<file path="src/rtl/ysyx_22040750_axi_rd_responder_pkg.sv">
// Shared constants for the AXI4 read responder: burst types, response codes, FSM states.
// Also holds the address-window decode helper used at AR acceptance.
package ysyx_22040750_axi_rd_responder_pkg;

  localparam logic [1:0] BURST_FIXED = 2'b00;
  localparam logic [1:0] BURST_INCR  = 2'b01;
  localparam logic [1:0] BURST_WRAP  = 2'b10;
  localparam logic [1:0] BURST_RSV   = 2'b11;

  localparam logic [1:0] RESP_OKAY   = 2'b00;
  localparam logic [1:0] RESP_SLVERR = 2'b10;
  localparam logic [1:0] RESP_DECERR = 2'b11;

  typedef enum logic [1:0] {
    ST_IDLE  = 2'd0,
    ST_WAIT  = 2'd1,
    ST_ISSUE = 2'd2,
    ST_DRAIN = 2'd3
  } state_e;

  // Subtract first so a window touching the top of the address space cannot overflow.
  function automatic logic addr_in_window(input logic [31:0] addr,
                                          input logic [31:0] base,
                                          input logic [31:0] size);
    return (addr >= base) && ((addr - base) < size);
  endfunction

endpackage

</file>
<file path="src/rtl/ysyx_22040750_axi_rd_responder_if.sv">
// AR / R / backing-memory signal bundle; slave = responder side, master = requester + memory.
interface ysyx_22040750_axi_rd_responder_if #(
  parameter int DATA_W = 64
);
  logic              I_arvalid;
  logic              O_arready;
  logic [31:0]       I_araddr;
  logic [7:0]        I_arlen;
  logic [2:0]        I_arsize;
  logic [1:0]        I_arburst;

  logic [DATA_W-1:0] O_rdata;
  logic [1:0]        O_rresp;
  logic              O_rlast;
  logic              O_rvalid;
  logic              I_rready;

  logic              O_mem_ren;
  logic [31:0]       O_mem_addr;
  logic [DATA_W-1:0] I_mem_rdata;

  modport slave (
    input  I_arvalid, I_araddr, I_arlen, I_arsize, I_arburst,
    output O_arready,
    output O_rdata, O_rresp, O_rlast, O_rvalid,
    input  I_rready,
    output O_mem_ren, O_mem_addr,
    input  I_mem_rdata
  );

  modport master (
    output I_arvalid, I_araddr, I_arlen, I_arsize, I_arburst,
    input  O_arready,
    input  O_rdata, O_rresp, O_rlast, O_rvalid,
    output I_rready,
    input  O_mem_ren, O_mem_addr,
    output I_mem_rdata
  );
endinterface

</file>
<file path="src/rtl/ysyx_22040750_axi_burst_addrgen.sv">
// Combinational next-beat address for FIXED/INCR/WRAP bursts plus WRAP length legality.
// Zero latency; no handshake.
module ysyx_22040750_axi_burst_addrgen
  import ysyx_22040750_axi_rd_responder_pkg::*;
(
  input  logic [31:0] addr,
  input  logic [7:0]  len,
  input  logic [2:0]  size,
  input  logic [1:0]  burst,
  output logic [31:0] next_addr,
  output logic        wrap_ok
);

  logic [31:0] step;
  logic [31:0] span;
  logic [31:0] wrap_mask;
  logic [31:0] incr_addr;

  always_comb begin
    step      = 32'd1 << size;
    span      = ({24'd0, len} + 32'd1) << size;
    wrap_mask = span - 32'd1;
    incr_addr = addr + step;
    wrap_ok   = (len == 8'd1) || (len == 8'd3) || (len == 8'd7) || (len == 8'd15);

    unique case (burst)
      BURST_INCR: next_addr = incr_addr;
      BURST_WRAP: next_addr = (addr & ~wrap_mask) | (incr_addr & wrap_mask);
      default:    next_addr = addr;
    endcase
  end

endmodule

</file>
<file path="src/rtl/ysyx_22040750_axi_rd_responder.sv">
// AXI4 read responder: one AR at a time, beats from a 1-cycle sync memory into a 2-entry R FIFO.
// AR->mem_ren 1 cycle, AR->rvalid 2 cycles; issue throttles on FIFO occupancy so rready stalls never drop beats.
module ysyx_22040750_axi_rd_responder
  import ysyx_22040750_axi_rd_responder_pkg::*;
#(
  parameter int          DATA_W    = 64,
  parameter logic [31:0] ADDR_BASE = 32'h8000_0000,
  parameter logic [31:0] ADDR_SIZE = 32'h0800_0000,
  parameter int          AR_DELAY  = 0
)(
  input  logic I_clk,
  input  logic I_rst,
  ysyx_22040750_axi_rd_responder_if.slave bus
);

  localparam logic [15:0] WAIT_LAST = 16'(AR_DELAY - 1);

  state_e      state_q, state_d;
  logic [31:0] beat_addr_q;
  logic [7:0]  len_q;
  logic [2:0]  size_q;
  logic [1:0]  burst_q;
  logic        dec_err_q;
  logic [7:0]  beat_cnt_q;
  logic [15:0] wait_cnt_q;

  // R FIFO. A pending entry was pushed alongside a memory read; its data is the live
  // memory output for one cycle, then gets captured so it stays stable under stall.
  logic [1:0]        cnt_q;
  logic              rd_ptr_q;
  logic              wr_ptr_q;
  logic [DATA_W-1:0] ent_data_q [2];
  logic [1:0]        ent_resp_q [2];
  logic              ent_last_q [2];
  logic              ent_pend_q [2];

  logic [31:0] next_addr;
  logic        wrap_ok;
  logic        ar_fire;
  logic        issue;
  logic        push;
  logic        pop;
  logic        fifo_empty;
  logic        mem_ren;
  logic        last_issue;
  logic [1:0]  beat_resp;

  ysyx_22040750_axi_burst_addrgen u_addrgen (
    .addr      (beat_addr_q),
    .len       (len_q),
    .size      (size_q),
    .burst     (burst_q),
    .next_addr (next_addr),
    .wrap_ok   (wrap_ok)
  );

  assign bus.O_arready = (state_q == ST_IDLE) && !I_rst;
  assign ar_fire       = bus.I_arvalid && bus.O_arready;
  assign fifo_empty    = (cnt_q == 2'd0);
  assign pop           = !fifo_empty && bus.I_rready;
  assign push          = issue;
  assign last_issue    = (beat_cnt_q == len_q);

  always_comb begin
    if (dec_err_q) begin
      beat_resp = RESP_DECERR;
    end else if ((burst_q == BURST_RSV) || ((burst_q == BURST_WRAP) && !wrap_ok)) begin
      beat_resp = RESP_SLVERR;
    end else begin
      beat_resp = RESP_OKAY;
    end
  end

  assign mem_ren        = issue && (beat_resp == RESP_OKAY);
  assign bus.O_mem_ren  = mem_ren;
  assign bus.O_mem_addr = mem_ren ? (beat_addr_q & ~32'd7) : 32'd0;

  always_ff @(posedge I_clk or posedge I_rst) begin
    if (I_rst) begin
      state_q <= ST_IDLE;
    end else begin
      state_q <= state_d;
    end
  end

  always_comb begin
    state_d = state_q;
    issue   = 1'b0;
    unique case (state_q)
      ST_IDLE: begin
        if (ar_fire) begin
          state_d = (AR_DELAY > 0) ? ST_WAIT : ST_ISSUE;
        end
      end
      ST_WAIT: begin
        if (wait_cnt_q == WAIT_LAST) begin
          state_d = ST_ISSUE;
        end
      end
      ST_ISSUE: begin
        // Never push into a full FIFO, even if it pops this cycle.
        if (cnt_q < 2'd2) begin
          issue = 1'b1;
          if (last_issue) begin
            state_d = ST_DRAIN;
          end
        end
      end
      ST_DRAIN: begin
        if ((cnt_q == 2'd1) && pop) begin
          state_d = ST_IDLE;
        end
      end
      default: state_d = ST_IDLE;
    endcase
  end

  always_ff @(posedge I_clk or posedge I_rst) begin
    if (I_rst) begin
      beat_addr_q <= 32'd0;
      len_q       <= 8'd0;
      size_q      <= 3'd0;
      burst_q     <= BURST_FIXED;
      dec_err_q   <= 1'b0;
      beat_cnt_q  <= 8'd0;
      wait_cnt_q  <= 16'd0;
    end else if (ar_fire) begin
      beat_addr_q <= bus.I_araddr;
      len_q       <= bus.I_arlen;
      size_q      <= bus.I_arsize;
      burst_q     <= bus.I_arburst;
      dec_err_q   <= !addr_in_window(bus.I_araddr, ADDR_BASE, ADDR_SIZE);
      beat_cnt_q  <= 8'd0;
      wait_cnt_q  <= 16'd0;
    end else begin
      if (state_q == ST_WAIT) begin
        wait_cnt_q <= wait_cnt_q + 16'd1;
      end
      if (issue) begin
        beat_addr_q <= next_addr;
        beat_cnt_q  <= beat_cnt_q + 8'd1;
      end
    end
  end

  always_ff @(posedge I_clk or posedge I_rst) begin
    if (I_rst) begin
      cnt_q    <= 2'd0;
      rd_ptr_q <= 1'b0;
      wr_ptr_q <= 1'b0;
      for (int i = 0; i < 2; i++) begin
        ent_data_q[i] <= '0;
        ent_resp_q[i] <= RESP_OKAY;
        ent_last_q[i] <= 1'b0;
        ent_pend_q[i] <= 1'b0;
      end
    end else begin
      for (int i = 0; i < 2; i++) begin
        if (ent_pend_q[i]) begin
          ent_data_q[i] <= bus.I_mem_rdata;
          ent_pend_q[i] <= 1'b0;
        end
      end
      if (push) begin
        ent_data_q[wr_ptr_q] <= '0;
        ent_resp_q[wr_ptr_q] <= beat_resp;
        ent_last_q[wr_ptr_q] <= last_issue;
        ent_pend_q[wr_ptr_q] <= mem_ren;
        wr_ptr_q             <= ~wr_ptr_q;
      end
      if (pop) begin
        rd_ptr_q <= ~rd_ptr_q;
      end
      unique case ({push, pop})
        2'b10:   cnt_q <= cnt_q + 2'd1;
        2'b01:   cnt_q <= cnt_q - 2'd1;
        default: cnt_q <= cnt_q;
      endcase
    end
  end

  assign bus.O_rvalid = !fifo_empty;
  assign bus.O_rdata  = fifo_empty           ? '0 :
                        ent_pend_q[rd_ptr_q] ? bus.I_mem_rdata : ent_data_q[rd_ptr_q];
  assign bus.O_rresp  = fifo_empty ? RESP_OKAY : ent_resp_q[rd_ptr_q];
  assign bus.O_rlast  = !fifo_empty && ent_last_q[rd_ptr_q];

endmodule
</file>
<file path="src/flat_wrapper.sv">
// flat-port wrapper written by rule: the top's interface ports become plain ports
module ysyx_22040750_axi_rd_responder_flat import ysyx_22040750_axi_rd_responder_pkg::*;
#(
  parameter int          DATA_W    = 64,
  parameter logic [31:0] ADDR_BASE = 32'h8000_0000,
  parameter logic [31:0] ADDR_SIZE = 32'h0800_0000,
  parameter int          AR_DELAY  = 0
)
  (I_clk, I_rst, bus_I_arvalid, bus_I_araddr, bus_I_arlen, bus_I_arsize, bus_I_arburst, bus_O_arready, bus_O_rdata, bus_O_rresp, bus_O_rlast, bus_O_rvalid, bus_I_rready, bus_O_mem_ren, bus_O_mem_addr, bus_I_mem_rdata);
  ysyx_22040750_axi_rd_responder_if #(.DATA_W(DATA_W)) bus_i ();
  input  logic I_clk;
  input  logic I_rst;
  input wire logic [$bits(bus_i.I_arvalid)-1:0] bus_I_arvalid;
  input wire logic [$bits(bus_i.I_araddr)-1:0] bus_I_araddr;
  input wire logic [$bits(bus_i.I_arlen)-1:0] bus_I_arlen;
  input wire logic [$bits(bus_i.I_arsize)-1:0] bus_I_arsize;
  input wire logic [$bits(bus_i.I_arburst)-1:0] bus_I_arburst;
  output wire logic [$bits(bus_i.O_arready)-1:0] bus_O_arready;
  output wire logic [$bits(bus_i.O_rdata)-1:0] bus_O_rdata;
  output wire logic [$bits(bus_i.O_rresp)-1:0] bus_O_rresp;
  output wire logic [$bits(bus_i.O_rlast)-1:0] bus_O_rlast;
  output wire logic [$bits(bus_i.O_rvalid)-1:0] bus_O_rvalid;
  input wire logic [$bits(bus_i.I_rready)-1:0] bus_I_rready;
  output wire logic [$bits(bus_i.O_mem_ren)-1:0] bus_O_mem_ren;
  output wire logic [$bits(bus_i.O_mem_addr)-1:0] bus_O_mem_addr;
  input wire logic [$bits(bus_i.I_mem_rdata)-1:0] bus_I_mem_rdata;
  assign bus_i.I_arvalid = bus_I_arvalid;
  assign bus_i.I_araddr = bus_I_araddr;
  assign bus_i.I_arlen = bus_I_arlen;
  assign bus_i.I_arsize = bus_I_arsize;
  assign bus_i.I_arburst = bus_I_arburst;
  assign bus_O_arready = bus_i.O_arready;
  assign bus_O_rdata = bus_i.O_rdata;
  assign bus_O_rresp = bus_i.O_rresp;
  assign bus_O_rlast = bus_i.O_rlast;
  assign bus_O_rvalid = bus_i.O_rvalid;
  assign bus_i.I_rready = bus_I_rready;
  assign bus_O_mem_ren = bus_i.O_mem_ren;
  assign bus_O_mem_addr = bus_i.O_mem_addr;
  assign bus_i.I_mem_rdata = bus_I_mem_rdata;
  ysyx_22040750_axi_rd_responder #(.DATA_W(DATA_W), .ADDR_BASE(ADDR_BASE), .ADDR_SIZE(ADDR_SIZE), .AR_DELAY(AR_DELAY)) u_core (.I_clk(I_clk), .I_rst(I_rst), .bus(bus_i));
endmodule
</file>
<file path="config.mk">
export PLATFORM = sky130hd
export DESIGN_NAME = ysyx_22040750_axi_rd_responder_flat
export DESIGN_NICKNAME = d
export VERILOG_FILES = /design/src/rtl/ysyx_22040750_axi_rd_responder_pkg.sv /design/src/rtl/ysyx_22040750_axi_rd_responder_if.sv /design/src/rtl/ysyx_22040750_axi_burst_addrgen.sv /design/src/rtl/ysyx_22040750_axi_rd_responder.sv /design/src/flat_wrapper.sv
export SDC_FILE = /design/constraint.sdc
export NUM_CORES = 1
export LEC_CHECK = 0
export CORE_MARGIN = 3
export CORE_UTILIZATION = 44
export CTS_CLUSTER_SIZE = 16
export DETAILED_ROUTE_END_ITERATION = 10
export DONT_BUFFER_PORTS = 1
export SYNTH_ARGS = -nofsm -noshare
export SYNTH_HDL_FRONTEND = slang
export SYNTH_SLANG_ARGS = --single-unit
</file>
<file path="constraint.sdc">
create_clock -name I_clk -period 11.26 [get_ports I_clk]
set_clock_uncertainty 0.05 [all_clocks]
set_input_delay 1.689 -clock I_clk [delete_from_list [all_inputs] [get_ports I_clk]]
set_output_delay 1.689 -clock I_clk [all_outputs]
set_load 0.03 [all_outputs]
</file>
* Word-level counts from Yosys, hierarchy flattened *
Cells that the tools add are included.

storage, ports and cells
  input bits = 113
  bits in read-only memories = 0
  output and inout bits = 102
  RAM bits = 0
  bits in latches = 0
  bits in registers = 212
  logic and storage cells = 138
  memories kept = 0

operators by class
  reduce and logical (&&, ||, !) cells = 26
  bitwise gates (word level) = 11
  order comparisons = 6
  multiply operators = 0
  add/subtract/negate cells = 8
  multiplexer cells = 46
  divide/modulo/power cells = 0
  shift operators = 2
  eq/ne operators = 20

operator list
  kind                    number
  $mux 64                 8
  $and 128x128->128       1
  $mux 128                1
  $not 128->128           1
  $mux 32                 3
  $and 32x32->32          2
  $demux 64 s1            1
  $pmux 32 s2             1
  $add 32x32->32          1
  $ge 32x32->1 const B    1
  $lt 32x28->1 const B    1
  $mux 16                 2
  $not 32->32             1
  $or 32x32->32           1
  $shl 1x3->32 const A    1
  $shl 9x3->32            1
  $sub 32x1->32 const B   1
  $sub 32x32->32 const B  1
  $mux 2                  13
  $add 16x1->16 const B   1
  $eq 16x16->1 const B    1
  $mux 8                  2
  $eq 2x2->1 const B      5
  $ne 2x1->1 const B      5
  31 further kinds        63

* Longest topological paths before layout *
Gate-level depths: netlist of the first run.

  depth after elaboration = 13
  gate-level depth with buffers = 17
  depth with buffers taken out = 14

* Cells and area by module *
From an unflattened synthesis of the first run, not the netlist that was laid out.

second synthesis, totals
  cells, all modules = 1,563
  area, all modules = 13,650.6 µm²

by module, submodules not included
  module                           cells an instance  area an instance (µm²)  sequential area each (µm²)  instances
  ysyx_22040750_axi_rd_responder   1,074              10,627.7                5,305.1                     1
  ysyx_22040750_axi_burst_addrgen  489                3,022.9                 0.0                         1

* Least setup slack after synthesis of the first run *
OpenSTA, ideal clock, no wires.

  kind = register to output
  start point = reg u_core.state_q[0]
  end point = out bus_O_mem_addr[22]
  stages on the path, launching flop included = 6
  data required time = 9,521 ps
  buffers on the path = 1
  setup slack = 6,764 ps
  arrival = 2,757 ps
  cells stage by stage = dfrtp_1 -> nor3b_2 -> clkinv_1 -> a2111oi_0 -> clkbuf_1 -> and2_1

on the way
  word-level cells in the longest chain between the ends = 4

RTL lines
  item                      RTL line                              source
  start: declaration        ysyx_22040750_axi_rd_responder.sv:18  state_e state_q, state_d;
  start signal: assignment  ysyx_22040750_axi_rd_responder.sv:82  state_q <= state_d;
  $eq 2x2->1                ysyx_22040750_axi_rd_responder.sv:89  unique case (state_q)
  $mux 1                    ysyx_22040750_axi_rd_responder.sv:89
  $logic_and 1x1->1         ysyx_22040750_axi_rd_responder.sv:74  assign mem_ren = issue && (beat_resp == RESP_OKAY);
  via bus_O_mem_ren         flat_wrapper.sv:24                    output wire logic [$bits(bus_i.O_mem_ren)-1:0] bus_O_mem_ren;
  $mux 32                   ysyx_22040750_axi_rd_responder.sv:76  assign bus.O_mem_addr = mem_ren ? (beat_addr_q & ~32'd7) : 32'd0;
  end: declaration          flat_wrapper.sv:25                    output wire logic [$bits(bus_i.O_mem_addr)-1:0] bus_O_mem_addr;

The timed path passes the listed nets, and every way through them passes these cells.

* Worst setup path after layout of the first run *
  start point = reg u_core.rd_ptr_q
  end point = out bus_O_rdata[44]

on the way
  word-level cells in the longest chain between the ends = 6
  elaborated cells between the ends (all ways) = 9
  those cells by class = mux (8); bitwise (1)

RTL lines
  item                                                                          RTL line                               source
  start: declaration                                                            ysyx_22040750_axi_rd_responder.sv:30   logic rd_ptr_q;
  start signal: assignment                                                      ysyx_22040750_axi_rd_responder.sv:172  rd_ptr_q <= ~rd_ptr_q;
  $not 1->2 (not written as such) *                                             ysyx_22040750_axi_rd_responder.sv:184  ent_pend_q[rd_ptr_q] ? bus.I_mem_rdata : ent_data_q[rd_ptr_q];
  $mux 64 (not written as such) / $mux 1 (equally long branches) (3 in series)  ysyx_22040750_axi_rd_responder.sv:184
  $mux 64 *                                                                     ysyx_22040750_axi_rd_responder.sv:184
  $mux 64 *                                                                     ysyx_22040750_axi_rd_responder.sv:183  assign bus.O_rdata = fifo_empty ? '0 :
  end: declaration                                                              flat_wrapper.sv:19                     output wire logic [$bits(bus_i.O_rdata)-1:0] bus_O_rdata;

Every way passes the cells marked *; elsewhere a longest branch is shown, timed or not. The select of a mux whose other input is x is not followed.

==> results of run 1 <==
[cells by family (layout without fill, tap and decap cells)]
| group | Yosys count | in the layout | share of synthesized area [%] |
|---|---|---|---|
| buffers and inverters | 133 | 88 | 4.063 |
| muxes | 205 | 205 | 15.92 |
| adders and majority gates | 20 | 20 | 1.983 |
| AOI/OAI and AO/OA | 273 | 273 | 15.00 |
| xor gates and xnor gates | 53 | 53 | 3.572 |
| other | 1 | 3 | 0.02885 |
| DFF | 212 | 212 | 40.82 |
| and+or+nand+nor | 528 | 528 | 18.61 |
[power by group through the flow]
stage | clock network [µW] | logic (µW) | registers (µW)
5_1_grt | 879 | 2530 | 1510
3_3_place_gp | 0 | 2270 | 1450
3_5_place_dp | 0 | 2300 | 1460
2_1_floorplan | 0 | 1970 | 1290
4_1_cts | 849 | 2310 | 1450
6_report | 829 | 2300 | 1460
[Yosys cell counts (5+ instances only)]
master,n
and3_1,11
nor4_1,19
or3_1,14
a221o_1,5
xnor2_1,17
dfrtp_1,212
o211ai_1,5
o31ai_1,7
o22ai_1,7
ha_1,19
buf_2,5
a22o_1,9
and2_1,45
nor2_1,267
o21ai_0,48
inv_1,24
buf_1,19
xor2_1,36
clkbuf_1,78
a211o_1,5
a211oi_1,72
nor3_1,21
o2111ai_1,5
nand3_1,22
nand2_1,88
nor2b_1,6
mux2i_1,200
nand4_1,13
a31oi_1,8
a21oi_1,41
[worst paths after layout]
check                                       end  cells after the start
max in group asynchronous       u_core.rd_ptr_q                      2
hold / removal             u_core.ent_resp_q[0]                      2
min in group asynchronous  u_core.ent_data_q[7]                      1
setup reg to reg                      flip-flop                     10
hold reg to reg            u_core.ent_resp_q[0]                      2
setup / recovery                bus_O_rdata[44]                      4
[cell type report]
cell class | instances | area, µm²
clock buffer | 37 | 720.7
clock inverter | 9 | 131.4
fill | 2773 | 14860
inverter | 26 | 105.1
multi-input combinational | 1082 | 7202
sequential | 212 | 5316
tap | 384 | 480.5
timing repair buffer | 16 | 120.1
[critical path: stages (launching register included)]
cell and delay [ps]:
dfrtp_4 700, mux2i_4 670, buf_4 820, nor2_1 80, a211oi_1 870
[per-layer routing]
metal / routed length [µm] / global-route usage [%]
met5: 0 / 0
met4: 558 / 4.385
met3: 1805 / 2.974
met2: 15890 / 33.96
met1: 15530 / 29.02
[placed cells by master (no fill, tap or decap), types with 5 or more instances in the layout]
cell type and instances:
clkbuf_8 5, nor2_1 266, a31oi_1 8, clkbuf_16 25
o21ai_0 48, nor4_1 19, o211ai_1 5, a221o_1 5
nor2b_1 6, o22ai_1 7, clkbuf_1 7, a211oi_1 72
xnor2_1 17, or3_1 14, a22o_1 9, dfrtp_1 209
buf_4 16, ha_1 18, and3_1 11, and2_1 43
nor3_1 21, nand3_1 22, o31ai_1 7, nand4_1 13
a21oi_1 41, xor2_1 36, inv_1 23, a211o_1 5
mux2i_1 199, nand2_1 88, o2111ai_1 5
[per-stage QoR]
stage / std cells / cell area, µm² / setup WS (ps) / hold slack, ps / total power [µW]
final: 1766 / 14080 / 5771 / 446.3 / 4583
after global routing: 1766 / 14080 / 5515 / 462.4 / 4923
after CTS: 1766 / 14080 / 5772 / 441.8 / 4614
after detailed placement: 1720 / 13220 / 6323 / 424.9 / 3767
after global placement: 1720 / 13220 / 6436 / 420.6 / 3719
after floorplan: 1427 / 13000 / 3727 / 395.5 / 3262
==> run_results.csv, run 1 <==
group,metric,value,unit
clock_network,ctsHoldBuffers,0,
finish,nets,1496,
flow_run,drv_cap,0,
finish,finish.utilization,48.65,%
timing,setup_viol,0,
setup_path,cp-end-kind,"output pin",
clock_network,cts_root_buf,"clkbuf_16",
floorplanning,start_util,44.91,%
global_routing,track_usage,20.65,%
power,combPwrFrac,50.1,%
synth,synth_area_leaders,"dfrtp_1 (41%), mux2i_1 (15%), nor2_1 (7.7%)",
synth,ys_seq_area_share,40.82,%
detailed_routing,finalWirelength,33780,µm
clock_network,cts_setup_buffers,0,
synth,yosys.area.top_type,"dfrtp_1",
detailed_routing,avgRoutedWirePerCell,19.13,µm
synth,ys_ff_latch,212,
timing,tightest_slew,1083,ps
floorplanning,die_w,177.9,µm
synth,synth_enable_flop_cells,0,
finish,area_growth,8.308,%
placed_design,place_congestion,0.8499,
power,p_leak,0.005921,µW
finish,drive_above_1_share,6.006,%
synth,synth_flop_cell,"dfrtp_1",
timing,max_freq,182.2,MHz
floorplanning,core.rowCount,62,
synth,synthCells,1425,
global_routing,grt_pass1_wl,53320,µm
setup_path,crit_fanout,104,
detailed_routing,viasPerCell,5.838,
finish,n_antenna_cell,0,
timing,min_period,5489,ps
global_routing,grt_max_degree,131,
floorplanning,placeableCoreArea,28940,µm²
power,swShare,47.44,%
setup_path,arrival,3750,ps
detailed_routing,dr.pass1.iters,6,
placed_design,numPortBuffers,0,
timing,slew_violations,0,
clock_network,clk_path_buf_depth,3,
power,seq_power_share,31.8,%
floorplanning,die_h,177.9,µm
floorplanning,io_pins,215,
setup_path,worstSetupPathType,"reg2out",
setup_path,startpoint_type,"flip-flop",
clock_network,cts.clk_slew.worst_paths,60,ps
min_path,hp-class,"reg2reg",
synth,synth_warnings,0,
detailed_routing,vias,10310,
synth,async_flop_share,100.0,%
global_routing,grt_pass1_vias,9976,
clock_network,cts_tree,"yes",
floorplanning,dieArea,31630,µm²
power,p_int,2408,µW
global_routing,grt_overflow,0,
timing,hold_viol_final,0,
timing,timing.final.crit_share,48.75,%
timing,rsz0062_at_grt,"no",
run_status,status,"complete, no violations",
synth,syn_area,13000,µm²
setup_path,r2r_start,"u_core.len_q[0]",
synth,synth_top_area_share,40.82,%
clock_network,htree_levels,1,
detailed_routing,antenna_left,0,
setup_path,cp.required,9520,ps
setup_path,cp-startpoint,"u_core.rd_ptr_q",
clock_network,cts_made_buffers,25,
min_path,hp-start,"u_core.ent_resp_q[0]",
clock_network,clock-sinks,212,
detailed_routing,drc,0,
detailed_routing,drtIter0Drc,777,
synth,synth_cell_types,79,
power,pwr-share-clk,18.1,%
power,power.density,325.6,nW/µm²
clock_network,insertion_delay,510,ps
global_routing,antenna_found_initial,0,
power,peakVddDrop,0.1763,mV
setup_path,rrSetupSlack,6800,ps
timing,slew_headroom,27.82,%
timing,setup_tns,0,ps
placed_design,hpwlAfterDp,23010,µm
synth,avgSynthCellArea,9.120,µm²
power,switchingPower,2174,µW
clock_network,cts_resized,0,
No activity file was read; power rests on OpenSTA's default activity.
==> run 2, diff against run 1 <==
==> constraint.sdc (replaced) <==
create_clock -name I_clk -period 5.1 [get_ports I_clk]
set_clock_uncertainty 0.05 [all_clocks]
set_input_delay 0.765 -clock I_clk [delete_from_list [all_inputs] [get_ports I_clk]]
set_output_delay 0.765 -clock I_clk [all_outputs]
set_load 0.03 [all_outputs]
==> run_results.csv, run 2 (synthesis results as in run 1) <==
group,metric,value,unit
setup_path,startpoint_type,"flip-flop",
global_routing,antenna_found_initial,0,
setup_path,worstSetupPathType,"reg2reg",
global_routing,grt_pass1_wl,55230,µm
min_path,hp-start,"bus_I_araddr[31]",
floorplanning,die_w,177.9,µm
timing,slew_violations,0,
power,total_power,10260,µW
global_routing,grtUsageMet1,28.27,%
finish,layout_commonest_cell,"nor2_1",
finish,nets,1514,
timing,max_freq,240.9,MHz
timing,min_period,4151,ps
finish,layout_common_cells,"nor2_1 (266), dfrtp_1 (209), mux2i_1 (199)",
detailed_routing,avgRoutedWirePerCell,19.40,µm
clock_network,cts_setup_buffers,0,
floorplanning,io_pins,215,
floorplanning,start_util,44.91,%
setup_path,r2r_start,"u_core.len_q[0]",
floorplanning,core.rowCount,62,
finish,regArea,5316,µm²
timing,timing.final.crit_share,81.38,%
power,peakVddDrop,0.3974,mV
detailed_routing,vias,10410,
global_routing,grt_max_degree,129,
detailed_routing,dr.pass1.iters,5,
finish,n_antenna_cell,0,
detailed_routing,finalWirelength,34590,µm
timing,setup_tns,0,ps
detailed_routing,drtIter0Drc,688,
power,power.density,719.5,nW/µm²
setup_path,cp-end-kind,"flip-flop",
placed_design,dpl_worst_slack,983.0,ps
placed_design,hpwlAfterDp,23250,µm
global_routing,gr-usage-met3,4.600,%
detailed_routing,antenna_left,0,
detailed_routing,viasPerCell,5.840,
clock_network,cts_resized,0,
clock_network,cts.clk_slew.worst_paths,60,ps
detailed_routing,drc,0,
clock_network,clk_path_buf_depth,3,
timing,setup_viol,0,
floorplanning,dieArea,31630,µm²
timing,timing.hold.ws,280.6,ps
placed_design,placed_cell_area,13390,µm²
timing,rsz0062_at_grt,"no",
global_routing,track_usage,21.35,%
clock_network,htree_levels,1,
clock_network,cts_made_buffers,26,
timing,fin_ws,949.5,ps
power,p_leak,0.006031,µW
finish,finalInstanceArea,14260,µm²
finish,drive_above_1_share,7.505,%
clock_network,insertion_delay,530,ps
min_path,hp-class,"in2reg",
floorplanning,placeableCoreArea,28940,µm²
timing,slew_headroom,22.07,%
clock_network,ctsHoldBuffers,0,
finish,area_growth,9.695,%
placed_design,place_congestion,0.8516,
clock_network,cts_root_buf,"clkbuf_16",
global_routing,use_met2,35.25,%
finish,fillers,2710,
setup_path,arrival,4520,ps
timing,tightest_slew,1162,ps
clock_network,cts_tree,"yes",
setup_path,crit_fanout,17,
global_routing,busiest_layer,"met2",
global_routing,grt_pass1_vias,10310,
global_routing,grt_overflow,0,
finish,multi_input_area,7208,µm²
floorplanning,die_h,177.9,µm
clock_network,clock-sinks,212,
placed_design,numPortBuffers,0,
run_status,status,"complete, no violations",
setup_path,cp-startpoint,"u_core.len_q[0]",
flow_run,drv_cap,0,
setup_path,cp.required,5470,ps
timing,hold_viol_final,0,
run 2: stage by stage:
step                util (%)  cells
floorplan                  -   1427
global placement       46.28   1737
detailed placement     46.28   1737
CTS                    49.27   1783
global route           49.27   1783
finish                 49.27   1783
run 2: worst paths after layout:
kind,to,cells after the start,slack (ps)
min in group asynchronous,u_core.wait_cnt_q[1],1,290
worst min register to register,u_core.ent_resp_q[0],2,420
worst max-delay path,flip-flop,11,950
worst min-delay path,u_core.dec_err_q,1,280
max in group asynchronous,u_core.ent_data_q[84],2,3780
worst max register to register,flip-flop,11,950
run 2: worst max-delay path, cell delays in order (launching register included):
cell and delay (ps):
dfrtp_1 570, ha_1 520, and3_1 330, a211o_1 290, o2111a_1 170, a2111oi_2 500
o211ai_4 200, nor4_4 390, o21ai_1 90, buf_4 180, or4_1 460, a32o_1 270
run 2: final cells by class:
class,count,share of cell area (%)
tap,384,3.370
inverter,26,0.7109
clock buffer,37,5.415
sequential,212,37.29
clock inverter,9,0.6495
multi-input combinational,1082,50.56
timing repair buffer,33,2.001
run 2: report_power, final:
part,internal [µW],switching (µW)
combinational,1840,3320
clock,1100,740
sequential,2430,823
run 2: routing by layer:
layer	vias to the layer above	wire length, µm
met5	-	0
met4	0	928
met3	66	2132
met2	280	16400
met1	5083	15120
li1	4984	-
